### src/rtl/nt_pkg.sv
// Shared constants for the neurotransmitter filter: channel count, level width,
// channel indices and packed-bus width.
package nt_pkg;

   localparam int unsigned NUM_CH  = 5;
   localparam int unsigned LEVEL_W = 2;
   localparam int unsigned CNT_W   = 4;
   localparam int unsigned BUS_W   = NUM_CH * LEVEL_W;

   localparam int unsigned GABA       = 0;
   localparam int unsigned DOPAMINE   = 1;
   localparam int unsigned SEROTONIN  = 2;
   localparam int unsigned CORTISOL   = 3;
   localparam int unsigned ADRENALINE = 4;

endpackage

### src/rtl/nt_filter_channel.sv
// One debounced channel: publishes a new level once it has persisted HOLD_CYCLES edges.
// Optional NT_FILTER_STEP_LIMIT_EN: each publish moves the level a single step toward raw.
module nt_filter_channel
   import nt_pkg::*;
#(
   parameter int unsigned       HOLD_CYCLES = 4,
   parameter logic [LEVEL_W-1:0] RESET_VAL  = 2'd1
) (
   input  logic               clk,
   input  logic               rst,
   input  logic               freeze,
   input  logic [LEVEL_W-1:0] raw,
   output logic [LEVEL_W-1:0] pub,
   output logic               changed
);

   localparam logic [CNT_W-1:0] HOLD = CNT_W'(HOLD_CYCLES);

   logic [LEVEL_W-1:0] cand;
   logic [LEVEL_W-1:0] pub_next;
   logic [CNT_W-1:0]   cnt;
   logic [CNT_W-1:0]   n;

   // cnt stays below HOLD, so cnt+1 cannot wrap
   always_comb begin
      n = (raw == cand) ? cnt + CNT_W'(1) : CNT_W'(1);
`ifdef NT_FILTER_STEP_LIMIT_EN
      pub_next = (raw > pub) ? pub + LEVEL_W'(1) : pub - LEVEL_W'(1);
`else
      pub_next = raw;
`endif
   end

   always_ff @(posedge clk) begin
      if (rst) begin
         pub     <= RESET_VAL;
         cand    <= RESET_VAL;
         cnt     <= '0;
         changed <= 1'b0;
      end else if (freeze) begin
         changed <= 1'b0;
      end else if (raw == pub) begin
         cand    <= raw;
         cnt     <= '0;
         changed <= 1'b0;
      end else if (n >= HOLD) begin
         pub     <= pub_next;
         cnt     <= '0;
         changed <= 1'b1;
      end else begin
         cand    <= raw;
         cnt     <= n;
         changed <= 1'b0;
      end
   end

endmodule

### src/rtl/neurotransmitter_filter.sv
// Five independent debounce channels packed onto one registered level bus.
// Optional NT_FILTER_STEP_LIMIT_EN selects single-step publishing in every channel.
module neurotransmitter_filter
   import nt_pkg::*;
#(
   parameter int unsigned     HOLD_CYCLES = 4,
   parameter logic [BUS_W-1:0] RESET_LEVEL = 10'h157
) (
   input  logic              clk,
   input  logic              rst,
   input  logic [BUS_W-1:0]  raw_levels,
   input  logic              freeze,
   output logic [BUS_W-1:0]  neurotransmitter_level,
   output logic [NUM_CH-1:0] level_changed
);

   for (genvar i = 0; i < NUM_CH; i++) begin : g_ch
      nt_filter_channel #(
         .HOLD_CYCLES (HOLD_CYCLES),
         .RESET_VAL   (RESET_LEVEL[LEVEL_W*i +: LEVEL_W])
      ) u_ch (
         .clk     (clk),
         .rst     (rst),
         .freeze  (freeze),
         .raw     (raw_levels[LEVEL_W*i +: LEVEL_W]),
         .pub     (neurotransmitter_level[LEVEL_W*i +: LEVEL_W]),
         .changed (level_changed[i])
      );
   end

endmodule

### config.mk
export PLATFORM = sky130hd
export DESIGN_NAME = neurotransmitter_filter
export DESIGN_NICKNAME = d
export VERILOG_FILES = /design/src/rtl/nt_pkg.sv /design/src/rtl/nt_filter_channel.sv /design/src/rtl/neurotransmitter_filter.sv
export SDC_FILE = /design/constraint.sdc
export NUM_CORES = 1
export LEC_CHECK = 0
export BUFFER_PORTS_ARGS = -buffer_cell sky130_fd_sc_hd__buf_2
export CORE_MARGIN = 1
export CORE_UTILIZATION = 47
export CTS_CLUSTER_SIZE = 14
export DETAILED_ROUTE_END_ITERATION = 16
export HOLD_SLACK_MARGIN = 0.05
export MAX_ROUTING_LAYER = met4
export PLACE_DENSITY = 0.79
export SYNTH_ARGS = -nofsm -noshare
export SYNTH_HDL_FRONTEND = slang
export SYNTH_SLANG_ARGS = --single-unit
### constraint.sdc
create_clock -name clk -period 1.31 [get_ports clk]
set_input_delay 0.1965 -clock clk [delete_from_list [all_inputs] [get_ports clk]]
set_output_delay 0.1965 -clock clk [all_outputs]
set_load 0.1 [all_outputs]
# Yosys cells after proc, flatten, opt, wreduce, memory -nomap -nowiden
# Index checks and enable logic that the tools add are counted.
[totals]
regBits = 45
input_bits = 13
output_inout_bits = 15
wordCells = 96
[classes]
addsub = 5
order_cmp = 5
n_eq_ne = 15
muxes = 30
n_bitwise = 6
n_reduce_logical = 15
[ops]
columns = ["op", "count"]
rows = [
  ["$mux W4", 15],
  ["$add A4 B1 Y4 const B", 5],
  ["$eq A2 B2 Y1", 10],
  ["$ge A4 B3 Y1 const B", 5],
  ["$mux W2", 10],
  ["$reduce_and A3 Y1", 5],
  ["$reduce_or A3 Y1", 5],
  ["$ne A2 B1 Y1 const B", 5],
  ["$reduce_and A2 Y1", 5],
  ["$not A1 Y1", 6],
  ["$mux W1", 5],
]

# Longest topological paths before layout
# Gate-level depths: netlist of run 1.
[depth]
ltp_word = 5
mapped_depth = 5
mapped_depth_nobuf = 5

# By module
# From an unflattened synthesis of run 1, not the netlist that was laid out.
[hier_totals]
cells_unflattened = 230
hier_area_um2 = 2253.4
[modules_own_cells]
columns = ["module", "n_inst", "cells_each", "area_per_inst_um2", "seq_area_each_um2"]
rows = [
  ["nt_filter_channel (g_ch[1].u_ch ...)", 4, 46, 452.9, 180.2],
  ["nt_filter_channel (g_ch[0].u_ch)", 1, 46, 441.7, 180.2],
]

# Least setup slack after synthesis of run 1
# No wires, ideal clock.
[synth_path]
path_type = "flip-flop to flip-flop"
from = "register g_ch[2].u_ch.pub[0]"
to = "register g_ch[2].u_ch.pub[0]"
setup_ps = 122
t_arrival_ps = 1796
t_required_ps = 1188
setup_slack_ps = -608
stages_incl_launch_ff = 5
path_buffers = 0
synth_period_minus_slack_ps = 1918
path_cell_list = "dfxtp_1 -> xnor2_1 -> a211oi_2 -> nand4_1 -> mux2i_1"
[synth_between]
elab_chain_cells = 3
[synth_lines]
columns = ["element", "line_no", "rtl"]
rows = [
  ["from (decl)", "nt_filter_channel.sv:13", "output logic [LEVEL_W-1:0] pub,"],
  ["from (signal assigned)", "nt_filter_channel.sv:47", "pub <= pub_next;"],
  ["$eq A2 B2 Y1", "nt_filter_channel.sv:42", "end else if (raw == pub) begin"],
  ["$not A1 Y1 (no line)", "n/a", ""],
  ["$reduce_and A3 Y1 (no line)", "n/a", ""],
]
# Every way passes these cells.
# A chain may end at the register's enable or synchronous reset.

# Worst setup path in the final report of run 1
[layout_path]
from = "register g_ch[0].u_ch.pub[0]"
to = "register g_ch[0].u_ch.cnt[1]"
[layout_between]
elab_chain_cells = 2
[layout_lines]
columns = ["element", "line_no", "rtl"]
rows = [
  ["from (decl)", "nt_filter_channel.sv:13", ""],
  ["from (signal assigned)", "nt_filter_channel.sv:47", ""],
  ["$eq A2 B2 Y1", "nt_filter_channel.sv:42", ""],
  ["$mux W4", "nt_filter_channel.sv:42", ""],
  ["to (signal assigned)", "nt_filter_channel.sv:52", "cnt <= n;"],
  ["to (decl)", "nt_filter_channel.sv:21", "logic [CNT_W-1:0] cnt;"],
]
# Every way passes these cells.

==> impl.org, run 1 <==
** Worst hold path
- The startpoint identified for the worst hold timing path is raw_levels[3].
- Min-Delay Path Class :: in -> reg
- Worst Hold Endpoint :: g_ch[1].u_ch.pub[1]$_SDFFE_PP0P_
- Counting instances, the worst hold path has a depth of 3.

** Place
- Number of I/O port buffers :: 27
- Standard cell area after detailed placement :: 2719 sq um
- Placed cell count :: 331
- Dpl ws :: -0.1422 ns
- Final HPWL from detailed placement :: 3187 um
- Final weighted congestion in routability-driven placement :: 0.8610

** Setup path
- The worst setup path is launched from a flip-flop.
- Walking the worst path, the cells encountered are xnor2_2, a211oi_2, buf_4, nand4bb_1, a21oi_1.
- The worst register-to-register path has a depth of 5.
- Flop2flop setup slack :: -0.12 ns
- The most critical setup path has its startpoint at g_ch[0].u_ch.pub[0]$_SDFFE_PP1P_.
- Maximum fanout count along the critical path :: 4
- Critical path class :: reg -> reg
- Critical register-to-register path endpoint :: g_ch[0].u_ch.cnt[1]$_SDFFE_PP0N_
- Critical path data arrival time :: 1.66 ns
- Maximum cell stage delay along the critical path :: 0.37 ns
- The worst register-to-register path begins at g_ch[0].u_ch.pub[0]$_SDFFE_PP1P_.
- The largest individual stage delay along the critical path comes from the cell sky130_fd_sc_hd__dfxtp_4.
- The worst setup path is captured at a flip-flop.
- Required @ worst endpoint :: 1.53 ns

** Clocking
- Clock slew seen by the registers of the worst setup and hold paths :: 0.09 ns
- The cell sitting at the root of the clock tree is a sky130_fd_sc_hd__clkbuf_8.
- TritonCTS built the clock tree.
- The longest clock path from root to sink contains 2 buffers.
- H-tree depth :: 2
- TritonCTS Sinks :: 45
- CTS Hold Buffers Added :: 0
- Counting the buffers created by CTS gives 5.
- Clock latency on the worst-skew pair :: 0.31 ns

** STA
- Post-Route Skew :: 0.002733 ns
- Setup repair after global routing missed its margin :: true
- Final Max Slew Viols :: 0
- Fin crit share :: 109.4%
- The worst pin sits at a relative slew slack of 67.84%.
- Final min period :: 1.433 ns
- Setup Viol. Count Final :: 15
- After layout, the worst setup slack is -0.1227 ns.
- At the pin with the least slew margin, the transition time is 0.4858 ns.
- Total Neg Setup Slack :: -0.5809 ns
- Based on the critical path, the design can be clocked at up to 698.0 MHz.
- Hold Violations, Final :: 0

** Synth
- Per-instance average area after synthesis :: 9.496 sq um
- Synth Net Count :: 259
- Cell area after synthesis :: 2288 sq um
- After technology mapping, the gate count stands at 241.
- During synthesis, Yosys emitted a total of 0 warnings.
- Of all cell types, the one taking the most synthesized area is sky130_fd_sc_hd__dfxtp_1.
- Async set or reset register ratio after synthesis :: 0%
- Share of the yosys chip area belonging to registers :: 39.37%
- After synthesis, the netlist uses 38 different library cells.
- For this run, the leading register cell type out of synthesis is sky130_fd_sc_hd__dfxtp_1.
- Area fraction of the dominant cell type after synthesis :: 39.37%
- Leading post-synthesis cells by instance count :: 45 x sky130_fd_sc_hd__dfxtp_1, 26 x sky130_fd_sc_hd__nor2_1, 20 x sky130_fd_sc_hd__mux2i_1
- Yosys mapped a number of flops with a built-in enable equal to 0.
- Register bit count reported by yosys :: 45
- In the post-synthesis netlist, the cell with the most instances is sky130_fd_sc_hd__dfxtp_1.
- In the post-synthesis netlist, the biggest area contributors are sky130_fd_sc_hd__dfxtp_1 39%, sky130_fd_sc_hd__mux2i_1 8.7%, sky130_fd_sc_hd__xnor2_1 4.6%.

** Global route
- First-pass GRT wire length :: 8376 um
- Overall fraction of global-route tracks in use :: 21.37%
- Entering global routing, the biggest net connects 43 pins.
- Number of antenna violations at the first check in global routing :: 0
- GRT Residual Overflow :: 0
- Via count of the first global-routing pass :: 1860

** Pwr
- Worst IR drop on VDD :: 0.0007252 V
- For this design the ratio of total power to cell area is 943.0 nW/um^2.
- The analysis attributes to cell leakage a power of 1.352 nW.

** Floorplanning
- Die boundary width :: 71.78 um
- The floorplan step defined a core boundary enclosing 4692 sq um.
- For this design the top-level I/O count stands at 28.
- Die span in y :: 71.78 um
- FP Rows :: 25
- Starting density of the core :: 48.77%
- The die covers 5152 sq um.

** Outcome
- Status :: finished with violations
- Failing checks :: setup timing

** Layout
- Filler-free cell count of the finished design :: 345
- Final #Nets :: 308
- Area added between synthesis and finish :: 45.05%
- In the final layout, the share of cells above drive strength 1 is 50.52%.
- The number of antenna diodes in the final layout is 0.
- Non-Filler Cell Area, Final :: 3319 sq um

** Detailed routing
- After detailed routing, the average wire length per cell comes to 16.99 um.
- Overall via count from detail_route :: 1987
- Summed over all layers, the routed wires come to 5860 um.
- The detail route stage leaves a number of antenna-violating nets equal to 0.
- In the routed layout, each cell is associated on average with a via count of 5.759.
- After detailed routing, the number of remaining DRC violations is 0.
- First-iteration detailed-routing DRC count :: 167
- The first detailed-routing pass took 4 iterations.

** Job
- Max-cap check violation count :: 0
-- per-layer routing --
layer	vias up	global-route usage [%]	routed length, um
li1	941	-	-
met1	977	24.27	2339
met2	58	36.48	3216
met3	11	4.782	211
met4	0	8.497	94
met5	-	-	0
-- where the power goes --
part	leakage [nW]	switching [mW]	internal [mW]
registers	0.376	0.0543	1.39
logic	0.910	0.252	0.244
clock network	0.0663	0.511	0.681
total	1.35	0.817	2.31
-- final cells by class --
type,count,area (sq um)
clock inverter,2,35.03
tap,54,67.56
multi-input combinational,182,1754
timing repair buffer,55,391.6
inverter,1,3.754
fill,310,1373
sequential,45,973.4
clock buffer,6,93.84
-- kinds of logic after synthesis --
kind of cell	synth area share (%)
DFF	39.37
adders and majority gates	2.734
xor gates and xnor gates	8.802
muxes	8.748
and+or+nand+nor	23.18
AOI/OAI and AO/OA	14.00
buffers and inverters	3.171
-- worst max-delay path, delay by kind of cell (launching register included) --
family | cells | cell delay, ns
AO/OA/AOI/OAI | 2 | 0.53
buffers and inverters | 1 | 0.20
flip-flops | 1 | 0.37
XOR/XNOR | 1 | 0.13
AND/OR/NAND/NOR | 1 | 0.12
-- what timing repair did --
item	CTS	global route
pin swaps	12	23
setup endpoints to repair	27	38
setup buffers	0	6
resized for setup	35	54
-- stage by stage --
stage / total power, mW / utilization, % / hold slack, ns
2_1_floorplan: 1.683 / - / 0.3618
3_3_place_gp: 1.826 / 57.95 / 0.4714
3_5_place_dp: 1.838 / 57.95 / 0.4813
4_1_cts: 3.024 / 64.00 / 0.2073
5_1_grt: 3.237 / 70.75 / 0.2417
6_report: 3.130 / 70.75 / 0.2212
-- sequential cells by signal (all words and copies together), names as in the netlist --
name and flops:
g_ch.u_ch.cnt 20, g_ch.u_ch.changed 5, g_ch.u_ch.pub 10, g_ch.u_ch.cand 10
-- worst max-delay path by stage --
| stage | depth (start not counted) | slack [ns] | endpoint |
|---|---|---|---|
| floorplan | 4 | -0.09 | g_ch[3].u_ch.pub[0]$_SDFFE_PP1P_ |
| global placement | 5 | -0.06 | g_ch[2].u_ch.pub[0]$_SDFFE_PP1P_ |
| detailed placement | 5 | -0.14 | g_ch[4].u_ch.cand[0]$_SDFFE_PP1P_ |
| CTS | 4 | -0.05 | g_ch[2].u_ch.cand[1]$_SDFFE_PP0P_ |
| global route | 5 | -0.19 | g_ch[0].u_ch.cnt[1]$_SDFFE_PP0N_ |
| finish | 5 | -0.12 | g_ch[0].u_ch.cnt[1]$_SDFFE_PP0N_ |
-- layout by cell type, fill, tap and decap left out, drive strengths merged, types with 2 or more instances in the layout --
master / synthesis / layout
buf: 7 / 47
ha: 5 / 5
mux2i: 20 / 20
a31oi: 3 / 3
nand4: 5 / 5
nand4bb: 3 / 3
xor2: 11 / 11
and2: 14 / 14
nand3b: 5 / 5
and3: 4 / 4
dfxtp: 45 / 45
xnor2: 12 / 12
clkinv: 1 / 2
a211oi: 5 / 5
nand2: 14 / 14
nor2: 26 / 26
o41ai: 3 / 3
a21oi: 9 / 9
and4: 2 / 2
a41oi: 3 / 3
clkbuf: 6 / 14
nand3: 4 / 4
or3: 2 / 2
nand2b: 12 / 12
nor3: 5 / 5
a21bo: 5 / 5
o32a: 3 / 3
(Power assumes the default switching activity.)
==> run 2, diff against run 1 <==
--- a/config.mk
+++ b/config.mk
@@ -6,6 +6,7 @@
 export NUM_CORES = 1
 export LEC_CHECK = 0
 export BUFFER_PORTS_ARGS = -buffer_cell sky130_fd_sc_hd__buf_2
+export CORE_ASPECT_RATIO = 1.75
 export CORE_MARGIN = 1
 export CORE_UTILIZATION = 47
 export CTS_CLUSTER_SIZE = 14
@@ -13,6 +14,7 @@
 export HOLD_SLACK_MARGIN = 0.05
 export MAX_ROUTING_LAYER = met4
 export PLACE_DENSITY = 0.79
+export REMOVE_ABC_BUFFERS = 1
 export SYNTH_ARGS = -nofsm -noshare
 export SYNTH_HDL_FRONTEND = slang
 export SYNTH_SLANG_ARGS = --single-unit
==> impl.org, run 2 (synthesis gave the netlist of run 1 again) <==
** STA
- Final Max Slew Viols :: 0
- Total Neg Setup Slack :: -0.6346 ns
- Fmax :: 714.1 MHz
- Worst Tran Pin Value :: 0.4913 ns
- Across the routed clock network, the largest skew measured is 0.006431 ns.
- Setup repair after global routing missed its margin :: true
- Worst-case setup margin in the final layout :: -0.09036 ns
- Setup violations remaining at the end of the flow were counted as 16.
- Hold Violations, Final :: 0
- Final min period :: 1.400 ns
- Hold WS :: 0.2181 ns
- In the finished design, the share of the clock period the worst path needs comes to 106.9%.
- Tightest slew margin relative to the limit :: 67.47%

** Detailed routing
- Via-to-Cell Ratio :: 5.752
- Residual DRC :: 0
- Routed length per instance :: 17.81 um
- Summing over every cut layer, the via total after detailed routing is 2042.
- First-iteration detailed-routing DRC count :: 55
- Router iterations before antenna repair :: 4
- The count of nets left with antenna violations once routing finished came out at 0.
- Detailed-route wire length :: 6321 um

** Setup path
- Reg2reg start :: g_ch[2].u_ch.cnt[0]$_SDFFE_PP0N_
- Required @ worst endpoint :: 1.50 ns
- Critical path class :: reg -> reg
- For the worst setup path, the data arrival time is 1.59 ns.
- Critical Path End Type :: flip-flop
- Tracing the worst setup path back leads to its startpoint at g_ch[2].u_ch.cnt[0]$_SDFFE_PP0N_.
- Maximum fanout count along the critical path :: 3
- Crit path max-delay cell type :: sky130_fd_sc_hd__dfxtp_4
- Maximum cell stage delay along the critical path :: 0.38 ns
- CP Cell Sequence :: ha_4, buf_6, and4_4, nor2_2, o41ai_2
- Setup crit start kind :: flip-flop

** Place
- Final weighted congestion in routability-driven placement :: 0.8935
- Number of I/O port buffers :: 27
- Placed cell count :: 339
- Final HPWL from detailed placement :: 3632 um
- Dpl ws :: -0.1501 ns

** Pwr
- Sequential Power Share :: 47.5%
- Summed over all nets, the switching power comes to 0.8010 mW.
- Per report_power, the clock group accounts for 36.1% of the total.
- Cell Int Power :: 2.276 mW
- Overall power consumption after layout is estimated at 3.077 mW.
- Logic gate share of total power :: 16.3%
- Areal power density over the cells :: 895.8 nW/um^2
- Worst IR drop on VDD :: 0.0009268 V
- Leakage power summed over all cells :: 1.428 nW
- In this run switching power makes up 26.03% of total power.

** Layout
- Ant. Diodes :: 0
- The area growth from synthesis to layout is 50.08%.
- Counting flops per register, the top entry is g_ch.u_ch.cnt.
- The layout has 305 filler cells.
- The largest registers in the layout are g_ch.u_ch.cnt x20, g_ch.u_ch.cand x10, g_ch.u_ch.pub x10.
- Number of flip-flops under the largest register name :: 20
- Reg area :: 934.6 sq um
- Fraction of final layout cells with drive strength greater than 1 :: 50.50%
- Final #Nets :: 320
- Multi-input gate area :: 1703 sq um
- Once layout is complete, the cells apart from fillers number 355.
- In the layout the commonest cells are 34 x sky130_fd_sc_hd__buf_4, 26 x sky130_fd_sc_hd__dfxtp_1, 25 x sky130_fd_sc_hd__nor2_1.
- Leaving out fill and tap cells, the most frequent cell in the layout is sky130_fd_sc_hd__buf_4.

** Clocking
- TritonCTS clock tree :: built
- TritonCTS created 5 clock buffers.
- The H-tree generated during clock tree synthesis spans 2 levels.
- Clock slew seen by the registers of the worst setup and hold paths :: 0.09 ns
- Root Buffer :: sky130_fd_sc_hd__clkbuf_8
- In this run the deepest clock path goes through 2 buffers.
- The clock reaches the later pin of the worst-skew pair after 0.30 ns.
- Clock tree synthesis found a total of 45 sinks.

** Global route
- GRT Residual Overflow :: 0
- Number of antenna violations at the first check in global routing :: 0
- Overall fraction of global-route tracks in use :: 24.84%
- Entering global routing, the biggest net connects 43 pins.
- The via count of the first global-routing pass is 2058.
- The first global-routing pass estimated 8990 um of wire.

** Floorplanning
- Std-Cell Core Area :: 4666 sq um
- Die boundary width :: 54.75 um
- For this design the top-level I/O count stands at 28.
- FP Rows :: 33
- Starting density of the core :: 49.05%
- From bottom edge to top edge, the die measures 94.31 um.
- Die area :: 5163 sq um

** Job
- Max-cap check violation count :: 0

** Worst hold path
- Critical hold path startpoint :: freeze
- In this run the worst hold path is classified as in -> reg.

** Outcome
- The run finished, with violations left.
- Failing checks :: setup timing
run 2: changes by cell type in the layout (fill, tap and decap cells not counted), sizes merged:
cell      delta
buf         +20
clkbuf       -8
clkinv       -1
clkinvlp     +1
run 2: per-layer routing:
metal | global-route usage (%) | vias up | share of wire [%]
li1 | - | 972 | -
met1 | 23.55 | 992 | 36
met3 | 5.825 | 26 | 3.4
met4 | 12.61 | 0 | 4.1
met2 | 43.67 | 52 | 57
met5 | - | - | 0
run 2: worst max-delay path, delay by kind of cell, from the launching register on:
kind	cells	cell delay, ns
buf+inv	1	0.11
compound gates	1	0.37
fa+ha+maj	1	0.14
flops	1	0.38
simple gates	2	0.29
run 2: what timing repair did:
item / in CTS / in global routing
hold buffers: 0 / 0
buffers inserted: 3 / 5
endpoints found under the hold margin: 0 / 0
setup endpoints to repair: 26 / 31
gates resized for setup: 48 / 45
pin swaps: 16 / 29
run 2: final timing paths:
check / to / depth (start not counted) / slack, ns
max reg2reg: g_ch[2].u_ch.cnt[0]$_SDFFE_PP0N_ / 5 / -0.09
max: g_ch[2].u_ch.cnt[0]$_SDFFE_PP0N_ / 5 / -0.09
min reg2reg: g_ch[4].u_ch.cnt[3]$_SDFFE_PP0N_ / 1 / 0.49
min: g_ch[3].u_ch.cnt[1]$_SDFFE_PP0N_ / 3 / 0.22
run 2: final cells by class:
class / instances / area share [%]
inverters: 1 / 0.1093
flip-flops and latches: 45 / 27.21
clock buffers: 6 / 2.404
well taps: 52 / 1.894
multi-input cells: 182 / 49.58
clock inverters: 2 / 1.093
repair buffers: 67 / 17.70
run 2: through the flow:
step	cell area (sq um)	utilization (%)
finish	3435	73.61
global route	3435	73.61
CTS	3188	68.33
detailed placement	2808	60.18
global placement	2808	60.18
floorplan	2220	-
run 2: power by group through the flow:
stage / sequential (mW) / combinational (mW) / clock [mW]
floorplan: 1.48 / 0.191 / 0
global placement: 1.47 / 0.356 / 0
detailed placement: 1.47 / 0.367 / 0
CTS: 1.45 / 0.414 / 1.12
global route: 1.47 / 0.531 / 1.19
finish: 1.46 / 0.502 / 1.11
==> run 3, diff against run 2 <==
--- a/config.mk
+++ b/config.mk
@@ -6,7 +6,6 @@
 export NUM_CORES = 1
 export LEC_CHECK = 0
 export BUFFER_PORTS_ARGS = -buffer_cell sky130_fd_sc_hd__buf_2
-export CORE_ASPECT_RATIO = 1.75
 export CORE_MARGIN = 1
 export CORE_UTILIZATION = 47
 export CTS_CLUSTER_SIZE = 14
==> impl.org, run 3 (synthesis gave the netlist of run 1 again) <==
** STA
- Final hold analysis gives a worst-case slack of 0.2219 ns.
- Final min period :: 1.405 ns
- The number of hold violations in the final report was 0.
- Tightest slew margin relative to the limit :: 65.23%
- Fin crit share :: 107.2%
- At the pin with the least slew margin, the transition time is 0.5215 ns.
- Fmax :: 711.8 MHz
- Setup Viol. Count Final :: 22
- Final Max Slew Viols :: 0
- Total Neg Setup Slack :: -0.9122 ns
- Setup repair after global routing could not meet its margin everywhere.
- Setup slack on the critical path of the routed design comes to -0.09480 ns.
- For the final database, setup skew stands at 0.004010 ns.

** Floorplanning
- From bottom edge to top edge, the die measures 71.78 um.
- Std-Cell Core Area :: 4692 sq um
- For this configuration, the core starts out at a cell density of 48.77%.
- Die area :: 5152 sq um
- FP Rows :: 25
- Top Ports :: 28
- Die boundary width :: 71.78 um

** Detailed routing
- Routed length per instance :: 17.85 um
- Via-to-Cell Ratio :: 5.774
- Overall via count from detail_route :: 2073
- Once detail routing completed, the nets flagged for antenna violations numbered 0.
- The final layout contains routed wiring with a total length of 6408 um.
- Residual DRC :: 0
- First-iteration detailed-routing DRC count :: 90
- For this run, the detailed router's first-pass iteration total came to 4.

** Layout
- Final #Nets :: 322
- Leading cell type in the layout, fill and taps excluded :: sky130_fd_sc_hd__buf_4
- Fill count :: 275
- Number of flip-flops under the largest register name :: 20
- The area growth from synthesis to layout is 51.34%.
- Final Core Density :: 73.81%
- Ant. Diodes :: 0
- Largest reg by FF count :: g_ch.u_ch.cnt
- Leading cell types in the layout, fill and taps excluded :: 33 x sky130_fd_sc_hd__buf_4, 25 x sky130_fd_sc_hd__nor2_1, 25 x sky130_fd_sc_hd__dfxtp_1
- The largest registers in the layout are g_ch.u_ch.cnt x20, g_ch.u_ch.cand x10, g_ch.u_ch.pub x10.
- In the final layout, the share of cells above drive strength 1 is 49.18%.

** Setup path
- In this run the register-to-register setup slack is -0.09 ns.
- Critical register-to-register path endpoint :: g_ch[4].u_ch.cnt[0]$_SDFFE_PP0N_
- In this run the number of cells on the critical path is 4.
- Data on the critical path is required at its endpoint by 1.47 ns.
- Setup crit start kind :: flip-flop
- Critical path data arrival time :: 1.56 ns
- Reg2reg start :: g_ch[4].u_ch.cnt[0]$_SDFFE_PP0N_
- In this run the worst setup path begins at g_ch[4].u_ch.cnt[0]$_SDFFE_PP0N_.
- In this design, the largest share of critical-path delay is due to compound AO/OA/AOI/OAI gates.
- The number of buffers and inverters on the critical path is 1.
- The signal on the critical path passes through buf_6, nand3b_1, a41oi_4, o41ai_1.
- Worst Reg2Reg Path Length in Cells :: 4
- The largest single stage delay on the critical path is 0.47 ns.
- Crit path max-delay cell type :: sky130_fd_sc_hd__o41ai_1
- In this run the worst setup path terminates at g_ch[4].u_ch.cnt[0]$_SDFFE_PP0N_.
- Critical Path End Type :: flip-flop
- The critical path is of the reg -> reg type.
- In this run the worst path has a maximum fanout of 5.

** Pwr
- Areal power density over the cells :: 899.8 nW/um^2
- The analysis attributes to cell leakage a power of 1.432 nW.
- Worst IR drop on VDD :: 0.0009212 V
- Pwr Total :: 3.116 mW

** Outcome
- Failing checks :: setup timing
- Status :: finished with violations

** Worst hold path
- In this run the worst hold path is classified as in -> reg.
- In this run the most critical hold path is launched from raw_levels[5].

** Clocking
- The clock drives 45 sinks.
- Cts bufs inserted :: 5
- At the later pin of the worst-skew pair, clock insertion delay measures 0.30 ns.
- Root Buffer :: sky130_fd_sc_hd__clkbuf_8
- Clock slew seen by the registers of the worst setup and hold paths :: 0.08 ns
- The clock passes through at most 2 buffers.
- H-tree depth :: 2
- CTS Hold Buffers Added :: 0
- TritonCTS built the clock tree.

** Global route
- The via count of the first global-routing pass came to 1929.
- First-pass GRT wire length :: 8776 um
- Global routing consumed, over all layers together, 22.54% of the routing resources.
- After global routing the overflow that remains totals 0.
- Number of antenna violations at the first check in global routing :: 0
- Entering global routing, the biggest net connects 43 pins.

** Place
- Final weighted congestion in routability-driven placement :: 0.7957
- Number of I/O port buffers :: 27
- After legalization and detailed placement, the total HPWL measured 3433 um.

** Job
- Max-cap check violation count :: 0
==> run 3: changes by cell type in the layout (fill, tap and decap cells not counted), moves of 2 or more <==
cell,before,now
sky130_fd_sc_hd__xor2_2,8,6
sky130_fd_sc_hd__dfxtp_2,15,19
sky130_fd_sc_hd__xnor2_1,5,7
sky130_fd_sc_hd__buf_6,6,9
sky130_fd_sc_hd__a21oi_1,3,5
sky130_fd_sc_hd__xnor2_2,7,5
sky130_fd_sc_hd__dfxtp_4,4,1
==> run 3: how the worst min path moves through the flow <==
| stage | depth (start not counted) | end | slack, ns |
|---|---|---|---|
| after global routing | 3 | g_ch[0].u_ch.pub[1]$_SDFFE_PP1P_ | 0.23 |
| after CTS | 3 | g_ch[0].u_ch.pub[0]$_SDFFE_PP1P_ | 0.21 |
| after global placement | 2 | g_ch[1].u_ch.cand[1]$_SDFFE_PP0P_ | 0.47 |
| after detailed placement | 2 | g_ch[4].u_ch.cand[1]$_SDFFE_PP0P_ | 0.48 |
| final | 3 | g_ch[2].u_ch.cand[1]$_SDFFE_PP0P_ | 0.22 |
| after floorplan | 1 | g_ch[0].u_ch.cnt[0]$_SDFFE_PP0N_ | 0.27 |
==> run 3: what timing repair did <==
| item | CTS | global route |
|---|---|---|
| pin swaps | 18 | 19 |
| setup buffers | 3 | 5 |
| endpoints found under the hold margin | 0 | 0 |
| gates cloned | 0 | 0 |
| endpoints found under the setup margin | 23 | 30 |
| gates resized for setup | 51 | 43 |
==> run 3: metrics by stage <==
stage / setup slack, ns / instances / cell area [sq um]
2_1_floorplan: -0.6084 / 228 / 2220
3_3_place_gp: -0.09240 / 343 / 2825
3_5_place_dp: -0.1865 / 343 / 2825
4_1_cts: -0.03234 / 354 / 3207
5_1_grt: -0.1567 / 359 / 3463
6_report: -0.09480 / 359 / 3463
==> run 3: worst reg2reg max path: stages, from the launching register on <==
cell	delay, ns
sky130_fd_sc_hd__dfxtp_4	0.37
sky130_fd_sc_hd__buf_6	0.12
sky130_fd_sc_hd__nand3b_1	0.12
sky130_fd_sc_hd__a41oi_4	0.17
sky130_fd_sc_hd__o41ai_1	0.47
==> run 3: cell type report <==
type	instances	area (sq um)	area share, %
repair buffers	69	634.4	18.32
multi-input cells	182	1713	49.46
inverters	1	3.754	0.1084
flip-flops and latches	45	928.4	26.81
clock inverters	1	30.03	0.8671
clock buffers	7	86.33	2.493
well taps	54	67.56	1.951
==> run 3: routing by layer <==
layer  global-route usage (%)  wire (um)  up-vias
met3                    5.907        278       24
met2                    38.26       3258       68
li1                         -          -      972
met5                        -          0        -
met4                    6.754        203        0
met1                    26.09       2667     1009
==> run 3: report_power, final <==
group	switching [mW]	internal (mW)
registers	0.0534	1.42
clock network	0.486	0.622
logic	0.277	0.262
total	0.816	2.30
